$ cat src/rtl/usb_tx_pkg.sv
// rtl/usb_tx_pkg.sv - shared codes, PIDs, CRC constants and FSM states for the USB TX packetizer
package usb_tx_pkg;

    typedef enum logic [2:0] {
        TX_IDLE  = 3'd0,
        TX_DATA0 = 3'd1,
        TX_DATA1 = 3'd2,
        TX_ACK   = 3'd3,
        TX_NAK   = 3'd4,
        TX_STALL = 3'd5
    } tx_packet_e;

    localparam logic [7:0] SYNC_BYTE = 8'h80;
    localparam logic [7:0] PID_DATA0 = 8'hC3;
    localparam logic [7:0] PID_DATA1 = 8'h4B;
    localparam logic [7:0] PID_ACK   = 8'hD2;
    localparam logic [7:0] PID_NAK   = 8'h5A;
    localparam logic [7:0] PID_STALL = 8'h1E;

    // 0x8005 bit-reversed, for an LSB-first shift register
    localparam logic [15:0] CRC16_POLY      = 16'h8005;
    localparam logic [15:0] CRC16_POLY_REFL = 16'hA001;
    localparam logic [15:0] CRC16_INIT      = 16'hFFFF;

    typedef enum logic [3:0] {
        IDLE, SYNC, PID, DATA, CRC_LO, CRC_HI, EOP_SE0, EOP_J, DONE
    } state_e;

    function automatic logic [7:0] pid_byte(input logic [2:0] code);
        case (code)
            TX_DATA0: return PID_DATA0;
            TX_DATA1: return PID_DATA1;
            TX_ACK:   return PID_ACK;
            TX_NAK:   return PID_NAK;
            TX_STALL: return PID_STALL;
            default:  return 8'h00;
        endcase
    endfunction

endpackage

$ cat src/rtl/usb_crc16.sv
// rtl/usb_crc16.sv - serial reflected CRC16 with bit enable and clear
module usb_crc16
    import usb_tx_pkg::*;
(
    input  logic        clk,
    input  logic        n_rst,
    input  logic        clr_i,
    input  logic        en_i,
    input  logic        bit_i,
    output logic [15:0] crc_o
);

    logic [15:0] crc_q;
    logic [15:0] crc_d;

    always_comb begin
        crc_d = crc_q;
        if (clr_i) begin
            crc_d = CRC16_INIT;
        end else if (en_i) begin
            crc_d = {1'b0, crc_q[15:1]} ^ ((crc_q[0] ^ bit_i) ? CRC16_POLY_REFL : 16'h0000);
        end
    end

    always_ff @(posedge clk) begin
        if (!n_rst) begin
            crc_q <= CRC16_INIT;
        end else begin
            crc_q <= crc_d;
        end
    end

    // Exposes the value including the bit absorbed this cycle so the CRC field can load on the same edge
    assign crc_o = crc_d;

endmodule

$ cat src/rtl/usb_tx_packetizer.sv
// rtl/usb_tx_packetizer.sv - USB low-level TX: SYNC/PID/data/CRC framing, bit stuffing, NRZI, EOP
module usb_tx_packetizer
    import usb_tx_pkg::*;
#(
    parameter int CLK_DIV   = 8,
    parameter int OCC_W     = 7,
    parameter int MAX_BYTES = 64,
    parameter bit STUFF_EN  = 1'b1
) (
    input  logic             clk,
    input  logic             n_rst,
    input  logic [OCC_W-1:0] buffer_occupancy,
    input  logic [2:0]       TX_packet,
    input  logic [7:0]       TX_packet_data,
    output logic             get_TX_packet_data,
    output logic             TX_transfer_active,
    output logic             packet_done,
    output logic             TX_error,
    output logic             dp_out,
    output logic             dm_out
);

    localparam int DIV_W = $clog2(CLK_DIV);
    localparam int CNT_W = $clog2(MAX_BYTES + 1);

    state_e           state_q;
    logic [DIV_W-1:0] div_q;
    logic [2:0]       bit_cnt_q;
    logic [7:0]       shift_q;
    logic [2:0]       ones_q;
    logic             stuff_q;
    logic [CNT_W-1:0] bytes_q;
    logic [2:0]       code_q;
    logic             is_data_q;
    logic             dp_q, dm_q, get_q, err_q;

    logic [15:0]      crc;
    logic [CNT_W-1:0] occ_cap;
    logic             bit_end, stuff_due, load_data, tx_bit;
    state_e           nxt_state;
    logic [7:0]       nxt_byte;

    assign occ_cap   = (32'(buffer_occupancy) > 32'(MAX_BYTES)) ? CNT_W'(MAX_BYTES)
                                                                : CNT_W'(buffer_occupancy);
    assign bit_end   = (div_q == DIV_W'(CLK_DIV - 1));
    assign stuff_due = STUFF_EN && !stuff_q && shift_q[0] && (ones_q == 3'd5);
    assign load_data = !stuff_due && (bit_cnt_q == 3'd7) && (nxt_state == DATA);

    // Field that follows the current byte, and the first bit it puts on the wire
    always_comb begin
        nxt_state = state_q;
        nxt_byte  = shift_q;
        case (state_q)
            SYNC: begin
                nxt_state = PID;
                nxt_byte  = pid_byte(code_q);
            end
            PID, DATA: begin
                if (!is_data_q) begin
                    nxt_state = EOP_SE0;
                end else if (bytes_q != '0) begin
                    nxt_state = DATA;
                    nxt_byte  = TX_packet_data;
                end else begin
                    nxt_state = CRC_LO;
                    nxt_byte  = ~crc[7:0];
                end
            end
            CRC_LO: begin
                nxt_state = CRC_HI;
                nxt_byte  = ~crc[15:8];
            end
            CRC_HI:  nxt_state = EOP_SE0;
            default: ;
        endcase
        if (stuff_due) begin
            tx_bit = 1'b0;
        end else if (bit_cnt_q != 3'd7) begin
            tx_bit = shift_q[1];
        end else begin
            tx_bit = nxt_byte[0];
        end
    end

    usb_crc16 u_crc (
        .clk   (clk),
        .n_rst (n_rst),
        .clr_i (state_q == IDLE),
        .en_i  (bit_end && (state_q == DATA) && !stuff_q),
        .bit_i (shift_q[0]),
        .crc_o (crc)
    );

    always_ff @(posedge clk) begin
        if (!n_rst) begin
            state_q   <= IDLE;
            div_q     <= '0;
            bit_cnt_q <= '0;
            shift_q   <= '0;
            ones_q    <= '0;
            stuff_q   <= 1'b0;
            bytes_q   <= '0;
            code_q    <= '0;
            is_data_q <= 1'b0;
            dp_q      <= 1'b1;
            dm_q      <= 1'b0;
            get_q     <= 1'b0;
            err_q     <= 1'b0;
        end else begin
            get_q <= 1'b0;
            err_q <= 1'b0;
            div_q <= (state_q == IDLE || bit_end) ? '0 : div_q + DIV_W'(1);
            case (state_q)
                IDLE: begin
                    dp_q <= 1'b1;
                    dm_q <= 1'b0;
                    if (TX_packet inside {[3'd1:3'd5]}) begin
                        state_q   <= SYNC;
                        code_q    <= TX_packet;
                        is_data_q <= (TX_packet == TX_DATA0) || (TX_packet == TX_DATA1);
                        bytes_q   <= occ_cap;
                        bit_cnt_q <= '0;
                        shift_q   <= SYNC_BYTE;
                        ones_q    <= '0;
                        stuff_q   <= 1'b0;
                        // SYNC opens with a 0, so the line leaves J for K immediately
                        dp_q      <= 1'b0;
                        dm_q      <= 1'b1;
                    end else if (TX_packet[2:1] == 2'b11) begin
                        err_q <= 1'b1;
                    end
                end
                SYNC, PID, DATA, CRC_LO, CRC_HI: begin
                    if (div_q == DIV_W'(CLK_DIV - 2)) get_q <= load_data;
                    if (bit_end) begin
                        if (stuff_due) begin
                            stuff_q <= 1'b1;
                            ones_q  <= '0;
                        end else begin
                            // A stuffed bit defers the byte advance until it has been sent
                            stuff_q <= 1'b0;
                            ones_q  <= (!stuff_q && shift_q[0]) ? ones_q + 3'd1 : 3'd0;
                            if (bit_cnt_q != 3'd7) begin
                                bit_cnt_q <= bit_cnt_q + 3'd1;
                                shift_q   <= {1'b0, shift_q[7:1]};
                            end else begin
                                bit_cnt_q <= '0;
                                state_q   <= nxt_state;
                                shift_q   <= nxt_byte;
                                if (nxt_state == DATA) bytes_q <= bytes_q - CNT_W'(1);
                            end
                        end
                        if (!stuff_due && bit_cnt_q == 3'd7 && nxt_state == EOP_SE0) begin
                            dp_q <= 1'b0;
                            dm_q <= 1'b0;
                        end else if (!tx_bit) begin
                            dp_q <= ~dp_q;
                            dm_q <= ~dm_q;
                        end
                    end
                end
                EOP_SE0: begin
                    if (bit_end) begin
                        if (bit_cnt_q == 3'd1) begin
                            state_q   <= EOP_J;
                            bit_cnt_q <= '0;
                            dp_q      <= 1'b1;
                            dm_q      <= 1'b0;
                        end else begin
                            bit_cnt_q <= bit_cnt_q + 3'd1;
                        end
                    end
                end
                EOP_J:   if (bit_end) state_q <= DONE;
                DONE:    state_q <= IDLE;
                default: state_q <= IDLE;
            endcase
        end
    end

    assign get_TX_packet_data = get_q;
    assign TX_transfer_active = (state_q != IDLE);
    assign packet_done        = (state_q == DONE);
    assign TX_error           = err_q;
    assign dp_out             = dp_q;
    assign dm_out             = dm_q;

endmodule

$ cat config.mk
export PLATFORM = sky130hd
export DESIGN_NAME = usb_tx_packetizer
export DESIGN_NICKNAME = d
export VERILOG_FILES = /design/src/rtl/usb_tx_pkg.sv /design/src/rtl/usb_crc16.sv /design/src/rtl/usb_tx_packetizer.sv
export SDC_FILE = /design/constraint.sdc
export NUM_CORES = 1
export LEC_CHECK = 0
export ABC_AREA = 1
export CORE_MARGIN = 5
export CORE_UTILIZATION = 66
export CTS_BUF_LIST = sky130_fd_sc_hd__clkbuf_4 sky130_fd_sc_hd__clkbuf_8
export DETAILED_ROUTE_END_ITERATION = 8
export DONT_BUFFER_PORTS = 1
export GPL_TIMING_DRIVEN = 0
export PLACE_DENSITY_LB_ADDON = 0.25
export REMOVE_ABC_BUFFERS = 1
export SETUP_SLACK_MARGIN = 0.02
export SLEW_MARGIN = 30
export SYNTH_ARGS = -nofsm -noshare
export SYNTH_HDL_FRONTEND = slang
export SYNTH_SLANG_ARGS = --single-unit
$ cat constraint.sdc
create_clock -name clk -period 2.7 [get_ports clk]
set_input_delay 0.54 -clock clk [delete_from_list [all_inputs] [get_ports clk]]
set_output_delay 0.54 -clock clk [all_outputs]
set_load 0.05 [all_outputs]
Yosys cells after proc, flatten, opt, wreduce, memory -nomap -nowiden. Cells that the tools add are included.

Add/sub/neg operators: 4. Multipliers: 0. Divide/modulo/power cells: 0. $lt $le $gt $ge: 3. Equality and inequality tests: 35. Shift operators: 0. Mux-type cells: 62. Bitwise gates (word level): 8. Reduce and logical (&&, ||, !) cells: 30.

Operator list (count): 2-to-1 mux 16 bit (3); 2-to-1 mux 8 bit (6); 2-to-1 mux 7 bit (6); one-hot mux 8 bit (5 select lines) (1); 2-to-1 mux 3 bit (11); one-hot mux 4 bit (4 select lines) (2); 2-to-1 mux 4 bit (7); one-hot mux 8 bit (3 select lines) (1); equality test 4 x 3 -> 1 bit (second input constant) (5); equality test 3 bit (second input constant) (6); 2-to-1 mux 1 bit (18); inequality test 2 bit (second input constant) (8); inverter 8 bit (2); one-hot mux 8 bit (2 select lines) (1); XOR 15 x 16 -> 16 bit (1); one-hot mux 7 bit (2 select lines) (1); equality test 4 x 2 -> 1 bit (second input constant) (3); AND reduction 6 bit (2); AND reduction 5 bit (2); adder 3 x 1 -> 3 bit (second input constant) (3); equality test 3 x 1 -> 1 bit (second input constant) (3); equality test 3 x 2 -> 1 bit (second input constant) (3); one-hot mux 3 bit (3 select lines) (1); logical AND 1 bit (8); 29 further kinds (38).

Flip-flop bits (word level): 53. Latch bits: 0. Bits in writable memories: 0. ROM bits: 0. Input bits: 20. Output and inout bits: 6. Word-level logic and storage cells: 157. Memories: 0.

Longest topological paths before layout. Gate-level depths: netlist (run 1).

Depth in word-level cells: 15. Mapped depth: 18. Gate-level depth less buffers: 18.

By module. A second synthesis (run 1) with hierarchy kept.

Cells, all modules: 471. Area, all modules: 3216.8 sq um.

Modules (own cells, without submodules): usb_tx_packetizer (times used 1, cells an instance 382, area each 2481.1 sq um, seq. area each 740.7 sq um); usb_crc16 (times used 1, cells an instance 89, area each 735.7 sq um, seq. area each 320.3 sq um).

Least setup slack after synthesis (run 1). OpenSTA, ideal clock, no wires.

Path type: reg2out. Start: register state_q[1]. End: output port packet_done. Arrival time: 1657 ps. Data required time: 2160 ps. Path slack: 503 ps. Cell stages (with the launch flop): 4. Buffers on the path: 0. Path through: dfxtp_1 > nor2_1 > inv_2 > nor3_1.

Cells in the longest elaborated chain, start to end: 1.

Ends and longest elaborated chain: start: declaration (RTL line usb_tx_packetizer.sv:26) `state_e state_q;`; start signal: assignment (RTL line usb_tx_packetizer.sv:148) `state_q <= nxt_state;`; equality test 4 bit (RTL line usb_tx_packetizer.sv:183) `assign packet_done = (state_q == DONE);`; end: declaration (RTL line usb_tx_packetizer.sv:17) `output logic packet_done,`.

No other way between the ends.

Worst setup path in the final report (run 1).
Start: register div_q[0]. End: register shift_q[3].

Cells in the longest elaborated chain, start to end: 13. Elaborated cells between the ends (all ways): 16. Classes of those cells: eq/ne: 2; mux: 9; bitwise: 2; reduce/logical: 3.

Ends and longest elaborated chain: start: declaration (RTL line usb_tx_packetizer.sv:27) `logic [DIV_W-1:0] div_q;`; start signal: assignment (RTL line usb_tx_packetizer.sv:112) `div_q <= (state_q == IDLE || bit_end) ? '0 : div_q + DIV_W'(1);`; equality test 3 bit (*) (RTL line usb_tx_packetizer.sv:45) `assign bit_end = (div_q == DIV_W'(CLK_DIV - 1));`; logical AND 1 bit (2 in series) (RTL line usb_tx_packetizer.sv:89) `.en_i (bit_end && (state_q == DATA) && !stuff_q),`; 2-to-1 mux 16 bit (RTL line usb_crc16.sv:20) `end else if (en_i) begin`; 2-to-1 mux 16 bit (RTL line usb_crc16.sv:18) `if (clr_i) begin`; inverter 8 bit (RTL line usb_tx_packetizer.sv:66) `nxt_byte = ~crc[7:0];`; 2-to-1 mux 8 bit (RTL line usb_tx_packetizer.sv:61) `end else if (bytes_q != '0) begin`; 2-to-1 mux 8 bit (RTL line usb_tx_packetizer.sv:59) `if (!is_data_q) begin`; one-hot mux 8 bit (3 select lines) (RTL line usb_tx_packetizer.sv:53) `case (state_q)`; 2-to-1 mux 8 bit (RTL line usb_tx_packetizer.sv:143) `if (bit_cnt_q != 3'd7) begin`; 2-to-1 mux 8 bit (RTL line usb_tx_packetizer.sv:136) `if (stuff_due) begin`; 2-to-1 mux 8 bit (RTL line usb_tx_packetizer.sv:135) `if (bit_end) begin`; one-hot mux 8 bit (2 select lines) (RTL line usb_tx_packetizer.sv:113) `case (state_q)`; end signal: assignment (RTL line usb_tx_packetizer.sv:145) `shift_q <= {1'b0, shift_q[7:1]};`; end signal: assignment (RTL line usb_tx_packetizer.sv:149) `shift_q <= nxt_byte;`; end: declaration (RTL line usb_tx_packetizer.sv:29) `logic [7:0] shift_q;`.

Every way passes the cells marked *; elsewhere a longest branch is shown, timed or not. The select of a mux whose other input is x is not followed. A chain may end at the register's enable or synchronous reset.

==> metrics.cfg, run 1 <==
[worst_setup_path]
r2r-start=div_q[0]
path_class=reg2reg
ff2ff_path_depth=16
path_delay_family=simple AND/OR/NAND/NOR gates
crit_chain=ha_1 -> ha_1 -> inv_1 -> nor2_1 -> nand3_4 -> buf_12 -> buf_4 -> nand2_1 -> nand3_1 -> inv_1 -> nand2_1 -> nand4_1 -> nand2_1 -> nand2_1 -> nand2_1 -> a21oi_1
ff2ff_setup_slack_ns=0.30
critPathArrivalTime_ns=2.63
worstPathMaxFanout=12
crit_buf_inv=4
worstPathRequired_ns=2.94
r2r-end=shift_q[3]
cpPeakStageDelay_ns=0.37
crit_top_cell=nand2_1
cp-end-kind=flop
slowest_stage=dfxtp_1
cp-start-kind=flop

[global_routing]
grt_use_total=0.264
grt-ovfl-total=0
grt_max_degree=35
antenna_found_initial=0
grt_pass1_vias=2932
grt_first_pass_wirelength_um=13500

[drt]
viasPerCell=5.74
ant_nets=0
num_vias=3081
routedWlPerCell_um=14.5
firstDrtPassIters=6
wl_um=7770
route.detailed.drc=0
drt-initial-drc-count=219

[place]
hpwl_um=5580
globalplace.congestion=0.893
dp_cells=526
io_buffers=0

[layout]
instances_no_fill=537
drive_gt1_frac=0.111
final_net_count=500
area_growth_pct=4.20

[sta]
drv_slew=0
fin_skew_ns=0.0143
final-setup-viol-count=0
whs_ns=0.297
finalCriticalPeriod_ns=2.40
tns_ns=0
maxSlewHeadroom=0.426
grt_setup_unrepaired=no
fmax_mhz=417
timing.final.crit_share=0.888
tightestPinTransition_ns=0.856
hold_viol=0

[clocking]
clk_latency_ns=0.31
cts_buffer_depth=2
ctsHtreeMaxLevel=2
cts_tree=yes
cts_sinks=53
clk_pin_slew_worst_paths_ns=0.10
root_buffer=clkbuf_8
numCtsBuffers=5

[floorplan]
ios=26
start_util=0.681
die_x_um=79.8
core_area_um2=4720
dieHeight_um=79.8
dieArea_um2=6370
row_count=25

[logic_synthesis]
synth-edff-count=0
netlist_instances=471
ys_seq_area_frac=0.330
syn_avg_cell_area_um2=6.83
ys.flop_type=dfxtp_1
ys_types=42
yosysTopAreaCell=dfxtp_1
ys_seq_elements=53
ys_async_sr_fraction=0
syn_area_um2=3220
synth_area_leaders=dfxtp_1 33%, nand2_1 16%, inv_1 6.0%
synth_warnings=0
yosysTopAreaCellShare=0.330

[flow_run]
maxCapViolCount=0

[pwr]
p_total_mw=3.09
power_density_nw_per_um2=922
ir_drop_uv=655
p_leak_nw=1.54

[run_status]
outcome=completed

[hold_path]
whs_path_depth=1
min_from=n_rst
min_path_type=in2reg
whs_endpoint=u_crc.crc_q[5]

-- synthesized netlist by cell type, types with 5 or more instances --
library cell and count:
a21oi_1 36, a31oi_1 6, clkbuf_1 5, dfxtp_1 53
ha_1 12, inv_1 51, inv_2 6, inv_4 5
nand2_1 137, nand3_1 27, nand4_1 21, nor2_1 29
nor3_1 7, o21ai_0 20
-- layout make-up --
type	count	area [um^2]
multi-input cells	343	1840
fillers	412	1370
repair buffers	2	27.5
flip-flops and latches	53	1060
clock inverters	3	17.5
inverters	63	251
diodes	1	2.50
clock buffers	5	68.8
well taps	67	83.8
-- placed cells by master (no fill, tap or decap), drive strengths merged, types with 3 or more instances in the layout --
| master | count |
|---|---|
| nand4 | 21 |
| clkinv | 3 |
| a211oi | 3 |
| clkbuf | 5 |
| o22ai | 3 |
| nor3 | 8 |
| ha | 12 |
| a31oi | 6 |
| nand2 | 144 |
| inv | 62 |
| o21ai | 26 |
| nand3 | 33 |
| a21oi | 38 |
| nor2 | 39 |
| dfxtp | 53 |
-- routing by layer --
metal | track usage | routed length, um
met5 | 0 | 0
met4 | 0.0845 | 106
met3 | 0.0497 | 542
met2 | 0.425 | 3600
met1 | 0.355 | 3520
-- how the worst max path moves through the flow --
stage | startpoint | slack [ns] | end | depth (start not counted)
4_1_cts | div_q[0] | 0.15 | dp_out | 17
3_5_place_dp | div_q[0] | 0.20 | dm_out | 17
6_report | div_q[0] | 0.30 | shift_q[3] | 16
5_1_grt | div_q[0] | 0.11 | shift_q[2] | 15
2_1_floorplan | state_q[1] | 0.50 | packet_done | 3
3_3_place_gp | div_q[0] | 0.20 | dp_out | 17
-- kinds of logic (layout without fill, tap and decap cells) --
logic type	Yosys count	count (layout)	share of synthesized area
other	0	1	0
flip-flops	53	53	0.330
buffers and inverters	75	73	0.100
XOR/XNOR	3	3	0.00817
adder cells (fa/ha/maj)	12	12	0.0467
AND/OR/NAND/NOR	249	249	0.377
AO/OA/AOI/OAI	79	79	0.139
-- where the power goes --
part | switching, mW | total [mW] | internal [mW]
clock | 0.273 | 0.453 | 0.180
combinational | 1.10 | 1.57 | 0.463
sequential | 0.165 | 1.07 | 0.908
-- sequential cells by signal, indices dropped and copies added, names as in the netlist --
signal and cells:
TX_error 1, code_q 3, is_data_q 1, get_TX_packet_data 1, bytes_q 7, div_q 3, shift_q 8, stuff_q 1
state_q 4, ones_q 3, dm_out 1, u_crc.crc_q 16, dp_out 1, bit_cnt_q 3
-- what timing repair did --
item / 4_1_cts / 5_1_grt
hold buffers: 0 / 0
buffers inserted: 0 / 2
setup endpoints to repair: 0 / 5
resized for setup: 0 / 2
-- through the flow --
stage | cell area, um^2 | util | setup WS (ns)
3_3_place_gp | 3230 | 0.683 | 0.205
2_1_floorplan | 3140 | - | 0.503
4_1_cts | 3320 | 0.703 | 0.147
6_report | 3350 | 0.709 | 0.304
3_5_place_dp | 3230 | 0.684 | 0.197
5_1_grt | 3350 | 0.709 | 0.114
No activity file was read; power rests on OpenSTA's default activity.
==> run 2, diff against run 1 <==
--- a/config.mk
+++ b/config.mk
@@ -6,11 +6,11 @@
 export NUM_CORES = 1
 export LEC_CHECK = 0
 export ABC_AREA = 1
+export CAP_MARGIN = 20
 export CORE_MARGIN = 5
-export CORE_UTILIZATION = 66
+export CORE_UTILIZATION = 60
 export CTS_BUF_LIST = sky130_fd_sc_hd__clkbuf_4 sky130_fd_sc_hd__clkbuf_8
 export DETAILED_ROUTE_END_ITERATION = 8
-export DONT_BUFFER_PORTS = 1
 export GPL_TIMING_DRIVEN = 0
 export PLACE_DENSITY_LB_ADDON = 0.25
 export REMOVE_ABC_BUFFERS = 1
==> run 2 against run 1 <==
Compared with the run above:
- wire length decreased by 3.6%
- count of clock-buffer cells in the layout increased by 1
- hold slack improved by 0.16 ns
- largest power group unchanged
- clock skew decreased by 0.0099 ns
- final cell count increased by 4.7%
- critical endpoint is now TX_transfer_active
- clock power about the same
- setup slack got worse by 0.093 ns
- global-route usage decreased by 3.9 points
- flip-flop and latch count unchanged
- non-clock buffer count increased by 23
- via count increased by 0.19%
- sequential power decreased by 5%
- highest routed layer unchanged
==> metrics.cfg, run 2 (synthesized netlist as in run 1, its figures left out) <==
[clocking]
ctsHtreeMaxLevel=2  ; unchanged
cts_sinks=53  ; unchanged
cts_setup_buffers=0  ; unchanged
clk_latency_ns=0.31  ; about the same
cts_buffer_depth=2  ; unchanged
root_buffer=clkbuf_8
clk_pin_slew_worst_paths_ns=0.09  ; about the same
cts_tree=yes
numCtsBuffers=5  ; unchanged

[pwr]
seqPwrFrac=0.327  ; -0.020
clkPwrFrac=0.144  ; -0.002
p_int_mw=1.61  ; +4.0%
power_frac_comb=0.529  ; +0.023
ir_drop_uv=595  ; -9.2%
p_leak_nw=1.65  ; +6.9%
swShare=0.486  ; -0.0127
power_density_nw_per_um2=879  ; -4.8%
p_switching_mw=1.52  ; -1.2%

[global_routing]
use_met1=0.292  ; -0.0631
grt_first_pass_wirelength_um=13300  ; -1.4%
antenna_found_initial=0  ; unchanged
grt-ovfl-total=0  ; unchanged
grt_util_met2=0.382  ; -0.0430
grt_pass1_vias=2990  ; +2.0%
top_usage_layer=met2
grt_use_total=0.225  ; -0.0391
grt_max_degree=35  ; unchanged
grtUsageMet3=0.0426  ; -0.00709

[layout]
diodes=0  ; -1
num-fill-cells=477  ; +16%
final_net_count=523  ; +4.6%
drive_gt1_frac=0.104  ; -0.00722
area_growth_pct=11.0
regMostFlops=u_crc.crc_q
final_common_cell=nand2_1
layout_common_cells=137 x nand2_1, 53 x dfxtp_1, 51 x inv_1
largestRegisters=u_crc.crc_q: 16 flops, shift_q: 8 flops, bytes_q: 7 flops
largest_register_ff_count=16  ; unchanged
instances_no_fill=562  ; +4.7%

[drt]
drt-initial-drc-count=228  ; +4.1%
firstDrtPassIters=4  ; -2
num_vias=3087  ; +0.19%
viasPerCell=5.49  ; -4.3%
routedWlPerCell_um=13.3  ; -7.9%
wl_um=7490  ; -3.6%
route.detailed.drc=0  ; unchanged
ant_nets=0  ; unchanged

[worst_setup_path]
cpPeakStageDelay_ns=0.57  ; +0.20 ns
ff2ff_path_depth=15  ; -1
worstPathMaxFanout=27  ; +15
crit_chain=nor2_1 -> inv_2 -> nor2_8 -> inv_4 -> dlygate4sd2_1
cp-end-kind=primary output
path_class=reg2out
path_delay_family=buffers and inverters
crit_path_end=TX_transfer_active
slowest_stage=dlygate4sd2_1
critPathArrivalTime_ns=1.95  ; -0.68 ns
r2r-start=div_q[0]
cp-start-kind=flop
worstPathRequired_ns=2.16  ; -0.78 ns
r2r-end=shift_q[2]
ff2ff_setup_slack_ns=0.33  ; +0.03 ns
crit_buf_inv=3  ; -1
cp_num_cells=5  ; -11
startpoint=state_q[1]

[run_status]
outcome=completed

[sta]
tns_ns=0  ; unchanged
grt_setup_unrepaired=no
fmax_mhz=402  ; -3.8%
finalCriticalPeriod_ns=2.49  ; +0.0935 ns
hold_viol=0  ; unchanged
final-setup-viol-count=0  ; unchanged
fin_skew_ns=0.00435  ; -0.00994 ns
maxSlewHeadroom=0.524  ; +0.0976
timing.final.crit_share=0.922  ; +0.0346
drv_slew=0  ; unchanged
tightestPinTransition_ns=0.707  ; -0.149 ns

[place]
globalplace.congestion=0.934  ; +4.5%
dp_cells=554  ; +5.3%
hpwl_um=5570  ; -0.26%
io_buffers=25  ; +25

[floorplan]
row_count=26  ; +4.0%
core_area_um2=5170  ; +9.5%
die_x_um=83.2  ; +4.3%
start_util=0.622  ; -0.0591
ios=26  ; unchanged
dieArea_um2=6920  ; +8.7%
dieHeight_um=83.2  ; +4.3%

[hold_path]
min_path_type=reg2reg

[flow_run]
maxCapViolCount=0  ; unchanged

run 2: how the worst min path moves through the flow:
stage / start / end / depth (start not counted) / slack (ns)
finish: div_q[0] / div_q[0] / 1 / 0.46
global route: shift_q[5] / shift_q[5] / 2 / 0.48
CTS: div_q[0] / div_q[0] / 1 / 0.46
detailed placement: div_q[0] / div_q[0] / 1 / 0.45
global placement: div_q[0] / div_q[0] / 1 / 0.43
floorplan: div_q[0] / div_q[0] / 1 / 0.42
run 2: final cells by class:
type	instances	area [um^2]	area share
clock buffers	6	76.3	0.0214
clock inverters	2	10.0	0.00281
inverters	63	251	0.0705
multi-input cells	343	1840	0.514
flip-flops and latches	53	1060	0.297
well taps	70	87.6	0.0245
repair buffers	25	246	0.0691
run 2: repair_timing:
item                       4_1_cts  5_1_grt
resized for setup                1        4
hold buffers                     0        0
setup endpoints to repair        1        6
pin swaps                        0        1
run 2: power groups by stage:
| stage | Sequential, mW | Clock, mW | Combinational, mW |
|---|---|---|---|
| 2_1_floorplan | 1.05 | 0 | 1.24 |
| 3_3_place_gp | 1.03 | 0 | 1.60 |
| 3_5_place_dp | 1.04 | 0 | 1.65 |
| 4_1_cts | 1.02 | 0.459 | 1.65 |
| 5_1_grt | 1.04 | 0.496 | 1.86 |
| 6_report | 1.02 | 0.452 | 1.66 |
run 2: worst register-to-register path: stages (launching register included):
cell	delay, ns
dfxtp_1	0.36
ha_1	0.16
ha_1	0.19
inv_1	0.11
nor2_2	0.19
nand3_4	0.23
inv_4	0.22
nand2_1	0.07
nand3_1	0.07
inv_1	0.06
nand2_1	0.08
nand3_1	0.10
o21ai_0	0.21
nand2_1	0.08
nand2_1	0.06
a21oi_1	0.05
run 2: metal layers:
layer,vias to the layer above,share of wire
li1,1587,-
met5,-,0
met2,71,0.48
met4,0,0.0080
met3,5,0.043
met1,1424,0.47
run 2: through the flow:
| stage | worst slack, ns | utilization | hold slack [ns] | instance area (um^2) | power, mW |
|---|---|---|---|---|---|
| floorplan | 0.503 | - | 0.417 | 3140 | 2.30 |
| global placement | -0.535 | 0.673 | 0.428 | 3480 | 2.63 |
| detailed placement | 0.117 | 0.672 | 0.445 | 3480 | 2.68 |
| CTS | 0.0920 | 0.688 | 0.464 | 3560 | 3.13 |
| global route | 0.0747 | 0.690 | 0.483 | 3570 | 3.39 |
| finish | 0.210 | 0.690 | 0.456 | 3570 | 3.13 |
==> run 3, diff against run 2 <==
--- a/config.mk
+++ b/config.mk
@@ -12,9 +12,7 @@
 export CTS_BUF_LIST = sky130_fd_sc_hd__clkbuf_4 sky130_fd_sc_hd__clkbuf_8
 export DETAILED_ROUTE_END_ITERATION = 8
 export GPL_TIMING_DRIVEN = 0
-export PLACE_DENSITY_LB_ADDON = 0.25
-export REMOVE_ABC_BUFFERS = 1
-export SETUP_SLACK_MARGIN = 0.02
+export PLACE_DENSITY = 0.82
 export SLEW_MARGIN = 30
 export SYNTH_ARGS = -nofsm -noshare
 export SYNTH_HDL_FRONTEND = slang
==> run 3 against run 2 <==
Compared with the run above:
- clock skew rose by 0.00052 ns
- critical path depth increased by 2
- combinational power grew 5%
==> metrics.cfg, run 3 (synthesized netlist as in run 1, its figures left out) <==
[floorplan]
core_area_um2=5170  ; unchanged
die_x_um=83.2  ; unchanged
row_count=26  ; unchanged
dieHeight_um=83.2  ; unchanged
start_util=0.622  ; unchanged
dieArea_um2=6920  ; unchanged
ios=26  ; unchanged

[drt]
num_vias=3200  ; +3.7%
route.detailed.drc=0  ; unchanged
routedWlPerCell_um=14.1  ; +5.5%
drt-initial-drc-count=196  ; -14%
firstDrtPassIters=5  ; +1
wl_um=8050  ; +7.6%
ant_nets=0  ; unchanged
viasPerCell=5.58  ; +1.7%

[run_status]
outcome=completed

[global_routing]
grt_first_pass_wirelength_um=13700  ; +3.5%
antenna_found_initial=0  ; unchanged
grtUsageMet3=0.0426  ; unchanged
top_usage_layer=met2
grt-ovfl-total=0  ; unchanged
grt_pass1_vias=2948  ; -1.4%
grt_use_total=0.236  ; +0.0112
grt_util_met2=0.382  ; unchanged
grt_max_degree=16  ; -54%
use_met1=0.317  ; +0.0245

[layout]
layout_common_cells=137 x nand2_1, 52 x dfxtp_1, 51 x inv_1
regMostFlops=u_crc.crc_q
num-fill-cells=449  ; -5.9%
largest_register_ff_count=16  ; unchanged
area_growth_pct=13.4
final_net_count=534  ; +2.1%
largestRegisters=u_crc.crc_q: 16 flops, shift_q: 8 flops, bytes_q: 7 flops
instances_no_fill=573  ; +2.0%
fin_util=0.705  ; +0.0150
final_area_um2=3650  ; +2.2%
final_common_cell=nand2_1
drive_gt1_frac=0.115  ; +0.0116
diodes=0  ; unchanged

[hold_path]
min_path_type=reg2reg

[sta]
grt_setup_unrepaired=no
tightestPinTransition_ns=0.639  ; -0.0676 ns
hold_viol=0  ; unchanged
maxSlewHeadroom=0.569  ; +0.0455
timing.final.crit_share=0.942  ; +0.0195
finalCriticalPeriod_ns=2.54  ; +0.0527 ns
final-setup-viol-count=0  ; unchanged
fmax_mhz=393  ; -2.1%
drv_slew=0  ; unchanged
fin_skew_ns=0.00488  ; +0.000525 ns

[worst_setup_path]
worstPathMaxFanout=10  ; -63%
path_class=reg2out
cp-end-kind=primary output
critPathArrivalTime_ns=2.00  ; +0.05 ns
path_delay_family=buffers and inverters
crit_chain=nor2_4 -> inv_4 -> nor2_8 -> inv_4 -> buf_4 -> buf_2 -> clkbuf_4
cpPeakStageDelay_ns=0.51  ; -0.06 ns
cp-start-kind=flop
slowest_stage=dfxtp_1
worstPathRequired_ns=2.16  ; about the same
crit_buf_inv=5  ; +2
crit_top_cell=inv_4

[pwr]
power_density_nw_per_um2=895  ; +1.9%
ir_drop_uv=670  ; +13%
p_leak_nw=1.69  ; +2.8%

[place]
hpwl_um=6130  ; +10%
dp_cells=565  ; +2.0%
globalplace.congestion=0.920  ; -1.4%
placed_cell_area_um2=3540  ; +1.9%
io_buffers=24  ; -4.0%

[clocking]
ctsHoldBuffers=0  ; unchanged
cts_sinks=53  ; unchanged
numCtsBuffers=5  ; unchanged
cts_buffer_depth=2  ; unchanged
cts_tree=yes
ctsHtreeMaxLevel=2  ; unchanged
clk_pin_slew_worst_paths_ns=0.09  ; about the same
root_buffer=clkbuf_8
clk_latency_ns=0.31  ; about the same

[flow_run]
maxCapViolCount=0  ; unchanged

[logic_synthesis]
synthesis.nets=503

==> run 3: power by group <==
part / switching, mW / leakage, nW / internal (mW) / total, mW
logic: 1.18 / 1.21 / 0.565 / 1.75
registers: 0.115 / 0.433 / 0.909 / 1.02
clock network: 0.260 / 0.0542 / 0.232 / 0.492
==> run 3: stage by stage <==
stage,total power [mW],setup WS [ns],hold slack [ns],setup TNS [ns]
global placement,2.71,0.00128,0.432,0
floorplan,2.36,0.503,0.417,0
CTS,3.24,0.0703,0.461,0
global route,3.51,0.0100,0.478,0
finish,3.26,0.157,0.461,0
detailed placement,2.75,-0.0106,0.448,-0.0106
==> run 3: cell type report <==
cell class	count	area [um^2]	share of cell area
repair buffers	24	240	0.0659
multi-input cells	343	1830	0.503
clock inverters	1	5.00	0.00137
clock buffers	7	96.3	0.0264
flip-flops and latches	53	1060	0.291
plain buffers	12	72.6	0.0199
inverters	63	249	0.0683
well taps	70	87.6	0.0240
==> run 3: final timing paths <==
path              start                  to  slack (ns)  cells past startpoint
min reg2reg    div_q[0]            div_q[0]        0.46                      1
max          state_q[3]  TX_transfer_active        0.16                      7
min            div_q[0]            div_q[0]        0.46                      1
max reg2reg    div_q[0]          shift_q[1]        0.31                     14
==> run 3: repair_timing <==
action | in CTS | in global routing
buffers inserted | 0 | 0
setup endpoints to repair | 1 | 2
gates resized for setup | 3 | 5
==> run 3: metal layers <==
metal / routed length [um] / vias to the layer above
li1: - / 1604
met3: 558 / 13
met5: 0 / -
met1: 3620 / 1469
met4: 142 / 0
met2: 3730 / 114
